===== config.mk =====
export PLATFORM = sky130hd
export DESIGN_NAME = decay_tau_meter_flat
export DESIGN_NICKNAME = d
export VERILOG_FILES = /design/src/rtl/decay_tau_meter_if.sv /design/src/rtl/decay_tau_meter.sv /design/src/flat_wrapper.sv
export SDC_FILE = /design/constraint.sdc
export NUM_CORES = 1
export LEC_CHECK = 0
export ABC_AREA = 1
export CORE_ASPECT_RATIO = 1.75
export CORE_MARGIN = 1
export CORE_UTILIZATION = 50
export DETAILED_ROUTE_END_ITERATION = 10
export GPL_TIMING_DRIVEN = 0
export HOLD_SLACK_MARGIN = 0.1
export PLACE_DENSITY_LB_ADDON = 0.08
export SLEW_MARGIN = 5
export SYNTH_ARGS = -nofsm -noshare
export SYNTH_HDL_FRONTEND = slang
export SYNTH_SLANG_ARGS = --single-unit

===== constraint.sdc =====
create_clock -name clk -period 4.4 [get_ports clk]
set_input_delay 0.66 -clock clk [delete_from_list [all_inputs] [get_ports clk]]
set_output_delay 0.66 -clock clk [all_outputs]
set_load 0.01 [all_outputs]

===== src/rtl/decay_tau_meter_if.sv =====
// decay_tau_meter_if: control, sample and result bundle between a measurement master and the tau meter
interface decay_tau_meter_if #(
  parameter int CNT_W = 16
);
  logic             start;
  logic             abort;
  logic             sample_en;
  logic [11:0]      sample;
  logic             meas_ack;
  logic             busy;
  logic             meas_valid;
  logic [CNT_W-1:0] tau;
  logic [11:0]      v0;
  logic             timeout;
  modport master (
    output start, abort, sample_en, sample, meas_ack,
    input  busy, meas_valid, tau, v0, timeout
  );
  modport slave (
    input  start, abort, sample_en, sample, meas_ack,
    output busy, meas_valid, tau, v0, timeout
  );
endinterface


===== src/rtl/decay_tau_meter.sv =====
// decay_tau_meter: measures an exponential decay time constant in samples (optional DECAY_TAU_METER_FILTER_EN needs two consecutive samples at/below threshold)
module decay_tau_meter #(
  parameter int unsigned THR_NUM   = 94,
  parameter int          CNT_W     = 16,
  parameter int unsigned MAX_COUNT = 65535
) (
  input logic                clk,
  input logic                reset_n,
  decay_tau_meter_if.slave   bus
);
  typedef enum logic [1:0] {IDLE, CAPTURE, TRACK, DONE} state_t;
  localparam logic [CNT_W-1:0] MAX_C = CNT_W'(MAX_COUNT);
  state_t           state;
  logic             busy, meas_valid, timeout;
  logic [CNT_W-1:0] tau, count, nxt;
  logic [11:0]      v0, vth;
  logic [19:0]      prod;
  logic             le;
`ifdef DECAY_TAU_METER_FILTER_EN
  logic             pend;
  logic [CNT_W-1:0] ptau;
`endif
  assign prod = 20'(bus.sample) * 20'(THR_NUM);
  assign le   = bus.sample <= vth;
  assign nxt  = count + CNT_W'(1);
  assign bus.busy       = busy;
  assign bus.meas_valid = meas_valid;
  assign bus.tau        = tau;
  assign bus.v0         = v0;
  assign bus.timeout    = timeout;
  // measurement sequencer: capture V0, count samples to the threshold crossing, hold result until ack
  always_ff @(posedge clk or negedge reset_n)
    if (!reset_n) begin
      state      <= IDLE;
      busy       <= 1'b0;
      meas_valid <= 1'b0;
      timeout    <= 1'b0;
      tau        <= '0;
      v0         <= '0;
      vth        <= '0;
      count      <= '0;
`ifdef DECAY_TAU_METER_FILTER_EN
      pend       <= 1'b0;
      ptau       <= '0;
`endif
    end else if (bus.abort) begin
      state      <= IDLE;
      busy       <= 1'b0;
      meas_valid <= 1'b0;
      timeout    <= 1'b0;
    end else begin
      case (state)
        IDLE: if (bus.start) begin
          state <= CAPTURE;
          busy  <= 1'b1;
        end
        CAPTURE: if (bus.sample_en) begin
          v0      <= bus.sample;
          vth     <= prod[19:8];
          count   <= '0;
          timeout <= 1'b0;
`ifdef DECAY_TAU_METER_FILTER_EN
          pend    <= 1'b0;
`endif
          if (bus.sample == 12'd0) begin
            state      <= DONE;
            tau        <= '0;
            busy       <= 1'b0;
            meas_valid <= 1'b1;
          end else
            state <= TRACK;
        end
        TRACK: if (bus.sample_en) begin
`ifdef DECAY_TAU_METER_FILTER_EN
          if (le && pend) begin
            state      <= DONE;
            tau        <= ptau;
            busy       <= 1'b0;
            meas_valid <= 1'b1;
          end else if (nxt == MAX_C) begin
            state      <= DONE;
            tau        <= MAX_C;
            timeout    <= 1'b1;
            busy       <= 1'b0;
            meas_valid <= 1'b1;
          end else begin
            count <= nxt;
            pend  <= le;
            ptau  <= le ? nxt : ptau;
          end
`else
          if (le) begin
            state      <= DONE;
            tau        <= nxt;
            busy       <= 1'b0;
            meas_valid <= 1'b1;
          end else if (nxt == MAX_C) begin
            state      <= DONE;
            tau        <= MAX_C;
            timeout    <= 1'b1;
            busy       <= 1'b0;
            meas_valid <= 1'b1;
          end else
            count <= nxt;
`endif
        end
        DONE: if (bus.meas_ack) begin
          state      <= IDLE;
          meas_valid <= 1'b0;
        end
        default: state <= IDLE;
      endcase
    end
endmodule


===== src/flat_wrapper.sv =====
// flat-port wrapper written by rule: the top's interface ports become plain ports
module decay_tau_meter_flat 
#(
  parameter int unsigned THR_NUM   = 94,
  parameter int          CNT_W     = 16,
  parameter int unsigned MAX_COUNT = 65535
)
  (clk, reset_n, bus_start, bus_abort, bus_sample_en, bus_sample, bus_meas_ack, bus_busy, bus_meas_valid, bus_tau, bus_v0, bus_timeout);
  decay_tau_meter_if #(.CNT_W(CNT_W)) bus_i ();
  input logic clk;
  input logic reset_n;
  input wire logic [$bits(bus_i.start)-1:0] bus_start;
  input wire logic [$bits(bus_i.abort)-1:0] bus_abort;
  input wire logic [$bits(bus_i.sample_en)-1:0] bus_sample_en;
  input wire logic [$bits(bus_i.sample)-1:0] bus_sample;
  input wire logic [$bits(bus_i.meas_ack)-1:0] bus_meas_ack;
  output wire logic [$bits(bus_i.busy)-1:0] bus_busy;
  output wire logic [$bits(bus_i.meas_valid)-1:0] bus_meas_valid;
  output wire logic [$bits(bus_i.tau)-1:0] bus_tau;
  output wire logic [$bits(bus_i.v0)-1:0] bus_v0;
  output wire logic [$bits(bus_i.timeout)-1:0] bus_timeout;
  assign bus_i.start = bus_start;
  assign bus_i.abort = bus_abort;
  assign bus_i.sample_en = bus_sample_en;
  assign bus_i.sample = bus_sample;
  assign bus_i.meas_ack = bus_meas_ack;
  assign bus_busy = bus_i.busy;
  assign bus_meas_valid = bus_i.meas_valid;
  assign bus_tau = bus_i.tau;
  assign bus_v0 = bus_i.v0;
  assign bus_timeout = bus_i.timeout;
  decay_tau_meter #(.THR_NUM(THR_NUM), .CNT_W(CNT_W), .MAX_COUNT(MAX_COUNT)) u_core (.clk(clk), .reset_n(reset_n), .bus(bus_i));
endmodule

======== Yosys cells after proc, flatten, opt, wreduce, memory -nomap -nowiden ========
Index checks and enable logic that the tools add are counted.
word-level totals
  memories ................................ 0
  logic and storage cells ................. 84
  output and inout port bits .............. 31
  RAM bits ................................ 0
  memory bits (read-only) ................. 0
  input port bits ......................... 18
  latch bits .............................. 0
  bits in registers ....................... 60
cells by class
  multiplexer cells ....................... 41
  divide/modulo/power cells ............... 0
  bitwise operators ....................... 1
  multiply operators ...................... 1
  magnitude comparators ................... 1
  reduce and logical (&&, ||, !) cells .... 13
  eq/ne operators ......................... 18
  shifts and indexed selects .............. 0
  add/sub/neg operators ................... 1
operator list
  cell                                                                   number
  16-bit two-way mux                                                     9
  16-bit case mux with 2 select lines                                    2
  6-bit AND reduction                                                    4
  1-bit two-way mux                                                      19
  12-bit by 6-bit multiplier with 18-bit output, second input constant   1
  16-bit by 1-bit adder with 16-bit output, second input constant        1
  16-bit equality test, second input constant                            1
  3-bit != test, second input constant                                   5
  2-bit two-way mux                                                      7
  12-bit by 11-bit less-or-equal comparator with 1-bit output            1
  12-bit zero test                                                       1
  5-bit AND reduction                                                    2
  2-bit != test, second input constant                                   4
  2-bit case mux with 4 select lines                                     1
  4-bit nonzero test                                                     2
  3-bit by 2-bit != test with 1-bit output, second input constant        2
  1-bit case mux with 3 select lines                                     2
  2-bit equality test, second input constant                             2
  4-bit by 2-bit != test with 1-bit output, second input constant        1
  3-bit by 1-bit != test with 1-bit output, second input constant        1
  3-bit AND reduction                                                    1
  3-bit nonzero test                                                     1
  2-bit by 1-bit equality test with 1-bit output, second input constant  1
  2-bit zero test                                                        1
  other kinds (4)                                                        4

======== Depth between registers and ports, before layout ========
Gate-level depths: netlist of run 1.
  depth in word-level cells ............... 7
  depth in mapped cells ................... 17
  mapped depth without buffers ............ 17

======== Worst setup path after synthesis of run 1 ========
OpenSTA, ideal clock, no wires.
  path kind ............................... input-to-reg
  from .................................... input port bus_sample[4]
  to ...................................... register u_core.vth[10]
  required time ........................... 4272 ps
  library setup time ...................... 128 ps
  arrival ................................. 3372 ps
  path buffers ............................ 0
  setup slack ............................. 901 ps
  stages on the path ...................... 13
  path through ............................ fa_1 -> inv_1 -> fa_1 -> inv_1 -> fa_1 -> ha_1 -> a21oi_1 -> o21ai_0 -> nand2_1 -> nand4_1 -> a21oi_1 -> xor2_1 -> o21ai_0
on the way
  cells in the longest elaborated chain, start to end .. 1
RTL lines
  item                                           line                   source
  from (decl)                                    flat_wrapper.sv:15     input wire logic [$bits(bus_i.sample)-1:0] bus_sample;
  12-bit by 6-bit multiplier with 18-bit output  decay_tau_meter.sv:23  assign prod = 20'(bus.sample) * 20'(THR_NUM);
  to (signal assigned)                           decay_tau_meter.sv:59  vth <= prod[19:8];
  to (decl)                                      decay_tau_meter.sv:16  logic [11:0] v0, vth;
Every way passes these cells.
A chain may end at the register's enable or synchronous reset.

======== Worst setup path in the final report of run 1 ========
  from .................................... input port bus_sample[8]
  to ...................................... register u_core.vth[5]
Same word-level chain as after synthesis.

==> impl_results.md, run 1 <==
- Placer Congestion: slightly below 0.9
- Nets: roughly 830
- Commonest non-fill, non-tap cell in the layout: nand2_1
- CTS tree: done
- Syn. warnings: 0
- Slew margin rel.: about half
- Area of the core: 10200 um^2
- Final WL: about 13000 um
- Post-DP Area: around 5800 um^2
- Peak Freq: 243 MHz
- Crit Path Category: in2reg
- Leakage: approximately 3.2 nW
- CTS sink count: 60
- Post-Synthesis Cells: 663
- Initial drt markers: approximately 170
- Largest net degree at the start of global routing: 61
- Total Routing Usage GR: between 20 and 30%
- Die ar.: between 10000 and 15000 um^2
- Setup violators final: 0
- Critical-path cell list: dlygate4sd2_1 > fa_1 > fa_1 > inv_1 > fa_1 > inv_1 > ha_1 > inv_1 > o21ai_0 > a21oi_1 > nand3_1 > or2_2 > nand3_1 > o21ai_0
- Mean Syn Cell Area: between 7 and 8 um^2
- CTS buffer count: 9
- First-pass GRT wire length: 20900 um
- Flop and latch count out of synthesis: 60
- Status: finished, final reports clean
- Worst-case vdd ir drop: just under 0.3 mV
- FF+latch area: 1500 um^2
- Ratio of cells with drive above 1 in the final layout: under 10%
- Starting Density: between 50 and 60%
- Chip height: around 140 um
- Routed WL per cell: 14.8 um
- Synth Net Count: 767
- Crit. End Element: register
- Fin cells: approximately 850
- Clk root buf: clkbuf_16
- Period utilization: between 90 and 100%
- Skew-Pair Late Insertion Delay: about 0.33 ns
- IO buf count: 47
- WP depth: 14
- Initial antenna violation count: 0
- Antenna-violating nets left: 0
- Area Growth Syn to Fin: 18.3%
- Unrepaired setup endpoints after global routing: no
- Post-Layout Inst Area: 6170 um^2
- Smallest setup slack after layout: a little under 0.3 ns
- Fin Hold WS: roughly 0.39 ns
- Total Power: 3.29 mW
- Worst EP required: between 4 and 5 ns
- Worst Tran Pin Value: between 0.7 and 0.8 ns
- Post-CTS Hold Buffers: 0
- Critical Path Slowest Stage Cell: fa_1
- Number of core rows: 49
- DR vias: between 4000 and 5000
- Register area share after synthesis: between 20% and 30%
- Vias in the first global route: ~4500
- Worst hold path type: in2async
- Residual DRC: 0
- Hold Violations, Final: 0
- Max Cap Viol: 0
- Grt met3 use: approximately 2.6%
- Shortest period the worst path allows: 4.11 ns
- Pwr/cell area: approximately 530 nW/um^2
- Slowest Stage Delay on Critical Path: between 0.5 and 0.6 ns
- GR Layer Usage met2: a little over half
- Buf/Inv on CP: 4
- Placed cells: approximately 840
- Overall die width: just under 80 um
- Vias/cell: ~5.2
- R2R cell count: 10
- Area of the multi-input gates: between 3000 and 4000 um^2
- Remaining global-route overflow: 0
- HPWL Detailed: about 10000 um
- # fillers: approximately 960
- Most frequent cells in the layout: nand2_1, inv_1, dfrtp_1
- Place WS: -0.413 ns
- Skew final: 0.00642 ns
- Reg clk slew, reported paths: 0.05 ns
- Synth cell types: 33
- Pre-Repair DR Iteration Count: 4
- Crit path max fanout: 7
- Cell Area, Synth: 5220 um^2
- Setup Buffers After CTS: 0
- Critical Path AT: 4.29 ns
- Met1 usage: between 20% and 30%
- # diodes: 0
- Worst Setup Start Kind: primary input
- Total I/O pin count: 49
- Bufs on Longest Clock Path: 2
- Slew Limit Fails: 0
- CP top delay family: adder cells
- Busiest grt layer: met2
- H-tree depth: 3
[cell usage after synthesis]
library cell,count,area [um^2]
nand2_1,162,608
inv_1,118,443
dfrtp_1,60,1500
ha_1,58,726
o21ai_0,49,245
nor2_1,39,146
nand3_1,31,155
fa_1,28,561
a21oi_1,22,110
o21ai_2,16,140
nand2_2,13,81.3
nand4_1,10,62.6
o21bai_1,7,52.6
xor2_1,7,61.3
clkbuf_1,6,22.5
buf_6,5,56.3
nor3_1,4,20.0
nand2_4,3,33.8
nand3_2,3,30.0
nor2_4,3,33.8
o31ai_1,3,22.5
nor2_2,2,12.5
o211ai_1,2,15.0
o22ai_1,2,12.5
or2_2,2,12.5
buf_1,1,3.75
buf_2,1,5.00
clkinv_1,1,3.75
inv_2,1,3.75
nor3_2,1,10.0
o21ai_1,1,5.00
o21bai_2,1,11.3
xnor2_1,1,8.76
[power breakdown]
| part | internal, mW | switching, mW | total (mW) |
|---|---|---|---|
| Combinational | 0.705 | 0.985 | 1.69 |
| Clock | 0.508 | 0.252 | 0.760 |
| Sequential | 0.730 | 0.109 | 0.839 |
| Total | 1.94 | 1.35 | 3.29 |
[area by class of cell]
class / count / share of cell area (%)
clock inverters: 5 / 1.22
well taps: 127 / 2.57
plain buffers: 13 / 1.42
repair buffers: 47 / 7.72
flip-flops and latches: 60 / 24.3
clock buffers: 11 / 3.93
inverters: 120 / 7.30
multi-input cells: 470 / 51.5
[stage by stage]
stage	utilization [%]	setup TNS [ns]
after global routing	60.3	0
after CTS	60.2	0
after floorplan	-	0
after global placement	57.1	-1.64
after detailed placement	57.1	-1.78
final	60.3	0
[per-layer routing]
metal / up-vias / part of all wire [%] / routed length (um)
li1: 2211 / - / -
met1: 2128 / 35 / 4390
met2: 56 / 61 / 7670
met3: 28 / 1.4 / 173
met4: 0 / 3.1 / 395
met5: - / 0 / 0
[path summary, 6_finish.rpt]
check                                endpoint          startpoint  slack (ns)
setup / recovery                u_core.vth[5]       bus_sample[8]        0.29
hold / removal                u_core.bus.busy             reset_n        0.39
setup reg to reg           u_core.bus.tau[13]      u_core.vth[10]        1.71
hold reg to reg            u_core.bus.timeout  u_core.bus.timeout        0.48
max in group asynchronous  u_core.bus.tau[15]             reset_n        3.49
min in group clk           u_core.bus.timeout  u_core.bus.timeout        0.48
[registers in the layout, indices dropped and copies added, names as in the netlist]
name and count:
u_core.bus.busy 1, u_core.bus.meas_valid 1, u_core.bus.tau 16, u_core.bus.timeout 1
u_core.bus.v0 12, u_core.count 16, u_core.state 2, u_core.vth 11
[cell families (layout without fill, tap and decap cells)]
group | count (synthesis) | after routing | synth area share (%)
xor+xnor | 8 | 8 | 1.34
flops | 60 | 60 | 28.8
compound gates | 103 | 103 | 11.8
simple gates | 273 | 273 | 23.1
fa+ha+maj | 86 | 86 | 24.7
buf+inv | 133 | 196 | 10.3
[what timing repair did]
item,in CTS,in global routing
gates cloned,0,0
setup endpoints to repair,2,3
resized for setup,4,5
No activity file was read; power rests on OpenSTA's default activity.
==> inputs of run 2 (changes only) <==
ABC_CLOCK_PERIOD_IN_PS = 4400   (was unset)
CORE_MARGIN = 3   (was 1)
CORE_UTILIZATION = 45   (was 50)
==> impl_results.md, run 2 (synthesized netlist as in run 1, its figures left out) <==
- Bufs on Longest Clock Path: 2 (unchanged)
- Slew Limit Fails: 0 (unchanged)
- Remaining global-route overflow: 0 (unchanged)
- Unrepaired setup endpoints after global routing: no
- R2R cell count: 10 (unchanged)
- Most frequent cells in the layout: nand2_1, inv_1, dfrtp_1
- Worst r2r dst: u_core.bus.tau[11]
- Routed WL per cell: 14.9 um (+0.77%)
- Setup Buffers After CTS: 0 (unchanged)
- Critical Path Slowest Stage Cell: clkdlybuf4s50_1
- Reg clk slew, reported paths: 0.05 ns (about the same)
- Max Cap Viol: 0 (unchanged)
- Smallest setup slack after layout: 0.292 ns (+0.000940 ns)
- First-pass GRT wire length: 21200 um (+1.6%)
- Antenna-violating nets left: 0 (unchanged)
- Final WL: 12800 um (+1.4%)
- Initial antenna violation count: 0 (unchanged)
- Post-Layout Inst Area: 6190 um^2 (+0.28%)
- R2r startpoint: u_core.vth[9]
- Pwr/cell area: 529 nW/um^2 (-0.72%)
- Starting Density: 46.4% (-4.5 points)
- Residual DRC: 0 (unchanged)
- CTS tree: done
- Skew final: 0.00429 ns (-0.00213 ns)
- Place WS: -0.327 ns (+0.0867 ns)
- Worst-case vdd ir drop: 0.345 mV (+17%)
- Crit Path Category: in2reg
- Worst Setup Start Kind: primary input
- Initial drt markers: 148 (-14%)
- Nets: 825 (unchanged)
- Buf/Inv on CP: 4 (unchanged)
- CTS buffer count: 9 (unchanged)
- Area Growth Syn to Fin: 18.7%
- Vias in the first global route: 4516 (+0.44%)
- Setup TNS: 0 ns (unchanged)
- Total Routing Usage GR: 21.2% (-4.3 points)
- Ratio of cells with drive above 1 in the final layout: 9.37% (unchanged)
- CTS sink count: 60 (unchanged)
- Post-DP Area: 5850 um^2 (+0.11%)
- Overall die width: 87.4 um (+10%)
- Placer Congestion: 0.901 (+1.0%)
- Commonest non-fill, non-tap cell in the layout: nand2_1
- Critical Path AT: 4.30 ns (about the same)
- DR vias: 4396 (-0.61%)
- Hold Violations, Final: 0 (unchanged)
- R2R Setup Slk: 1.76 ns (+0.05 ns)
- Worst EP required: 4.59 ns (about the same)
- Vias/cell: 5.12 (-1.2%)
- Number of core rows: 51 (+4.1%)
- Crit path max fanout: 5 (-2)
- Regs by FF count: u_core.bus.tau x16, u_core.count x16, u_core.bus.v0 x12
- Critical-path cell list: clkdlybuf4s50_1 > inv_1 > fa_1 > inv_1 > ha_1 > fa_1 > ha_1 > inv_1 > o21bai_1 > nand3_1 > nand2_1 > a21oi_1 > or2_2 > nand3_1 > o21ai_0
- Slowest Stage Delay on Critical Path: 0.67 ns (+0.14 ns)
- Worst hold path type: in2async
- # diodes: 0 (unchanged)
- Pre-Repair DR Iteration Count: 4 (unchanged)
- Clk root buf: clkbuf_16
- Shortest period the worst path allows: 4.11 ns (-0.000940 ns)
- Area of the core: 11200 um^2 (+9.7%)
- IO buf count: 47 (unchanged)
- HPWL Detailed: 10400 um (-0.51%)
- Chip height: 148 um (+8.2%)
- CP top delay family: adder cells
- H-tree depth: 3 (unchanged)
- Setup violators final: 0 (unchanged)
- Die ar.: 13000 um^2 (+19%)
- Total I/O pin count: 49 (unchanged)
- Cell mode on critical path: inv_1
- Leakage: 3.19 nW (+0.74%)
- Crit. End Element: register
- Period utilization: 93.4% (about the same)
- Peak Freq: 243 MHz (about the same)
- Skew-Pair Late Insertion Delay: 0.33 ns (about the same)
- Slew margin rel.: 47.1% (-1.4 points)
- Status: finished, final reports clean
- Largest net degree at the start of global routing: 61 (unchanged)
- Worst Tran Pin Value: 0.793 ns (+0.0217 ns)
[run 2: timing repair]
| item | in CTS | in global routing |
|---|---|---|
| endpoints found under the setup margin | 0 | 6 |
| hold endpoints to repair | 0 | 0 |
| hold buffers | 0 | 0 |
| gates resized for setup | 0 | 9 |
[run 2: stage by stage]
step | cells | utilization [%] | power (mW) | hold slack, ns
final | 858 | 55.1 | 3.27 | 0.397
after global routing | 858 | 55.1 | 3.57 | 0.486
after CTS | 858 | 54.9 | 3.30 | 0.441
after detailed placement | 842 | 52.1 | 2.53 | 0.473
after global placement | 842 | 52.1 | 2.49 | 0.467
after floorplan | 663 | - | 1.94 | 0.364
[run 2: power by group]
part           internal (mW)  total (mW)  switching (mW)  leakage (nW)
registers              0.730       0.839           0.109         0.794
clock network          0.508       0.758           0.250         0.159
logic                  0.705        1.68           0.973          2.23
[run 2: per-layer routing]
layer,vias to the layer above,GRT usage [%],part of all wire [%]
li1,2207,-,-
met1,2081,20.2,34
met2,80,42.5,60
met3,28,3.16,2.7
met4,0,9.22,2.8
met5,-,0,0
[run 2: how the worst max path moves through the flow]
stage                     slack [ns]             end  depth (start not counted)           from
after global routing            0.01   u_core.vth[4]                         15  bus_sample[2]
after CTS                       0.01   u_core.vth[9]                         13  bus_sample[7]
final                           0.29   u_core.vth[4]                         15  bus_sample[3]
after detailed placement       -0.33   u_core.vth[9]                         13  bus_sample[7]
after global placement         -0.29   u_core.vth[9]                         13  bus_sample[7]
after floorplan                 0.90  u_core.vth[10]                         13  bus_sample[4]
[run 2: area by class of cell]
cell class / instances / area, um^2
Fill cell: 1101 / 5040
Multi-Input combinational cell: 470 / 3180
Sequential cell: 60 / 1500
Timing Repair Buffer: 47 / 488
Inverter: 120 / 450
Clock buffer: 11 / 243
Tap cell: 132 / 165
Buffer: 13 / 87.6
Clock inverter: 5 / 75.1
==> inputs of run 3 (changes only) <==
CORE_UTILIZATION = 50   (was 45)
MAX_ROUTING_LAYER = met4   (was unset)
==> impl_results.md, run 3 (synthesized netlist as in run 1, its figures left out) <==
- Status: finished, final reports clean
- CTS sink count: 60 (unchanged)
- Skew-Pair Late Insertion Delay: 0.33 ns (about the same)
- Total I/O pin count: 49 (unchanged)
- Setup violators final: 0 (unchanged)
- Vias in the first global route: 4614 (+2.2%)
- Fin cells: 851 (-0.82%)
- H-tree depth: 3 (unchanged)
- Fin Hold WS: 0.382 ns (-0.0142 ns)
- Hold Violations, Final: 0 (unchanged)
- Worst hold path type: in2async
- Setup Buffers After CTS: 0 (unchanged)
- First-pass GRT wire length: 21000 um (-0.68%)
- Slew margin rel.: 48.2% (+1.1 points)
- Most frequent cells in the layout: nand2_1, inv_1, dfrtp_1
- Area Growth Syn to Fin: 18.0%
- Worst Setup Start Kind: primary input
- Regs by FF count: u_core.bus.tau x16, u_core.count x16, u_core.bus.v0 x12
- Peak Freq: 238 MHz (-2.2%)
- Largest net degree at the start of global routing: 61 (unchanged)
- # resized after CTS: 0 (unchanged)
- Initial antenna violation count: 0 (unchanged)
- Shortest period the worst path allows: 4.20 ns (+0.0945 ns)
- Vias/cell: 5.17 (+0.89%)
- Buf/Inv on CP: 5 (+1)
- # diodes: 0 (unchanged)
- Nets: 825 (unchanged)
- Period utilization: 95.5% (+2.1 points)
- Number of core rows: 48 (-5.9%)
- Slew Limit Fails: 0 (unchanged)
- DR vias: 4399 (+0.068%)
- Critical-path cell list: clkdlybuf4s50_1 > fa_1 > fa_1 > inv_1 > fa_1 > inv_1 > ha_1 > inv_1 > o21ai_0 > inv_1 > o21ai_0 > a21oi_1 > or2_2 > nand3_1 > o21ai_0
- Residual DRC: 0 (unchanged)
- IO buf count: 47 (unchanged)
- HPWL Detailed: 10100 um (-3.4%)
- Clk root buf: clkbuf_16
- Area of the core: 10000 um^2 (-11%)
- R2r startpoint: u_core.vth[9]
- Ratio of cells with drive above 1 in the final layout: 9.37% (unchanged)
- Remaining global-route overflow: 0 (unchanged)
- Unrepaired setup endpoints after global routing: no
- Bufs on Longest Clock Path: 2 (unchanged)
- Routed WL per cell: 14.4 um (-3.1%)
- Chip height: 141 um (-4.9%)
- CTS tree: done
- Initial drt markers: 180 (+22%)
- R2R Setup Slk: 1.88 ns (+0.12 ns)
- Die ar.: 11700 um^2 (-9.5%)
- Placer Congestion: 0.926 (+2.7%)
- Pwr/cell area: 520 nW/um^2 (-1.7%)
- Final WL: 12300 um (-3.9%)
- Total Routing Usage GR: 23.2% (+2.0 points)
- Crit path max fanout: 7 (+2)
- Leakage: 3.15 nW (-1.0%)
- Post-CTS Hold Buffers: 0 (unchanged)
- Antenna-violating nets left: 0 (unchanged)
- CTS buffer count: 9 (unchanged)
- Skew final: 0.00692 ns (+0.00262 ns)
- Critical Path Slowest Stage Cell: clkdlybuf4s50_1
- Placed cells: 835 (-0.83%)
- Worst-case vdd ir drop: 0.300 mV (-13%)
- Slowest Stage Delay on Critical Path: 0.73 ns (+0.06 ns)
- Overall die width: 83.2 um (-4.8%)
- Cell mode on critical path: inv_1
- Worst EP required: 4.59 ns (about the same)
- Worst Tran Pin Value: 0.777 ns (-0.0162 ns)
- Pre-Repair DR Iteration Count: 6 (+2)
- Crit Path Category: in2reg
- Max Cap Viol: 0 (unchanged)
- Worst r2r dst: u_core.bus.tau[11]
- Crit. End Element: register
- R2R cell count: 10 (unchanged)
- CP top delay family: adder cells
- Starting Density: 52.0% (+5.6 points)
- Reg clk slew, reported paths: 0.05 ns (about the same)
- Critical Path AT: 4.39 ns (+0.09 ns)
- Commonest non-fill, non-tap cell in the layout: nand2_1
run 3: stage by stage:
step / utilization (%) / power, mW / instance area, um^2 / setup TNS (ns) / setup slack, ns
4_1_cts: 61.3 / 3.23 / 6140 / 0 / 0.0188
3_3_place_gp: 58.3 / 2.46 / 5840 / -0.928 / -0.253
5_1_grt: 61.4 / 3.49 / 6160 / 0 / 0.000167
2_1_floorplan: - / 1.94 / 5220 / 0 / 0.901
3_5_place_dp: 58.2 / 2.51 / 5840 / -1.22 / -0.324
6_report: 61.4 / 3.20 / 6160 / 0 / 0.198
run 3: worst max-delay path by stage:
stage                        from        endpoint  slack [ns]  cells past startpoint
floorplan           bus_sample[4]  u_core.vth[10]        0.90                     13
global placement    bus_sample[6]   u_core.vth[9]       -0.25                     13
detailed placement  bus_sample[7]   u_core.vth[9]       -0.32                     13
CTS                 bus_sample[7]   u_core.vth[9]        0.02                     13
global route        bus_sample[9]  u_core.vth[10]      0.0002                     14
finish              bus_sample[9]   u_core.vth[4]        0.20                     15
run 3: report_power, final:
part           internal (mW)  switching, mW  leakage (nW)
clock network          0.464          0.240         0.155
registers              0.730          0.106         0.794
logic                  0.704          0.957          2.20
run 3: routing by layer:
layer | vias up | track usage (%) | part of all wire, %
li1 | 2212 | - | -
met1 | 2075 | 20.9 | 35
met2 | 82 | 46.5 | 59
met3 | 30 | 3.10 | 2.6
met4 | 0 | 10.7 | 3.4
met5 | - | - | 0
run 3: cell type report:
class                      count  area, um^2
timing repair buffer          47         480
inverter                     120         450
clock inverter                 5        50.0
buffer                        13        87.6
clock buffer                  11         253
tap                          125         156
sequential                    60        1500
fill                         943        3870
multi-input combinational    470        3180
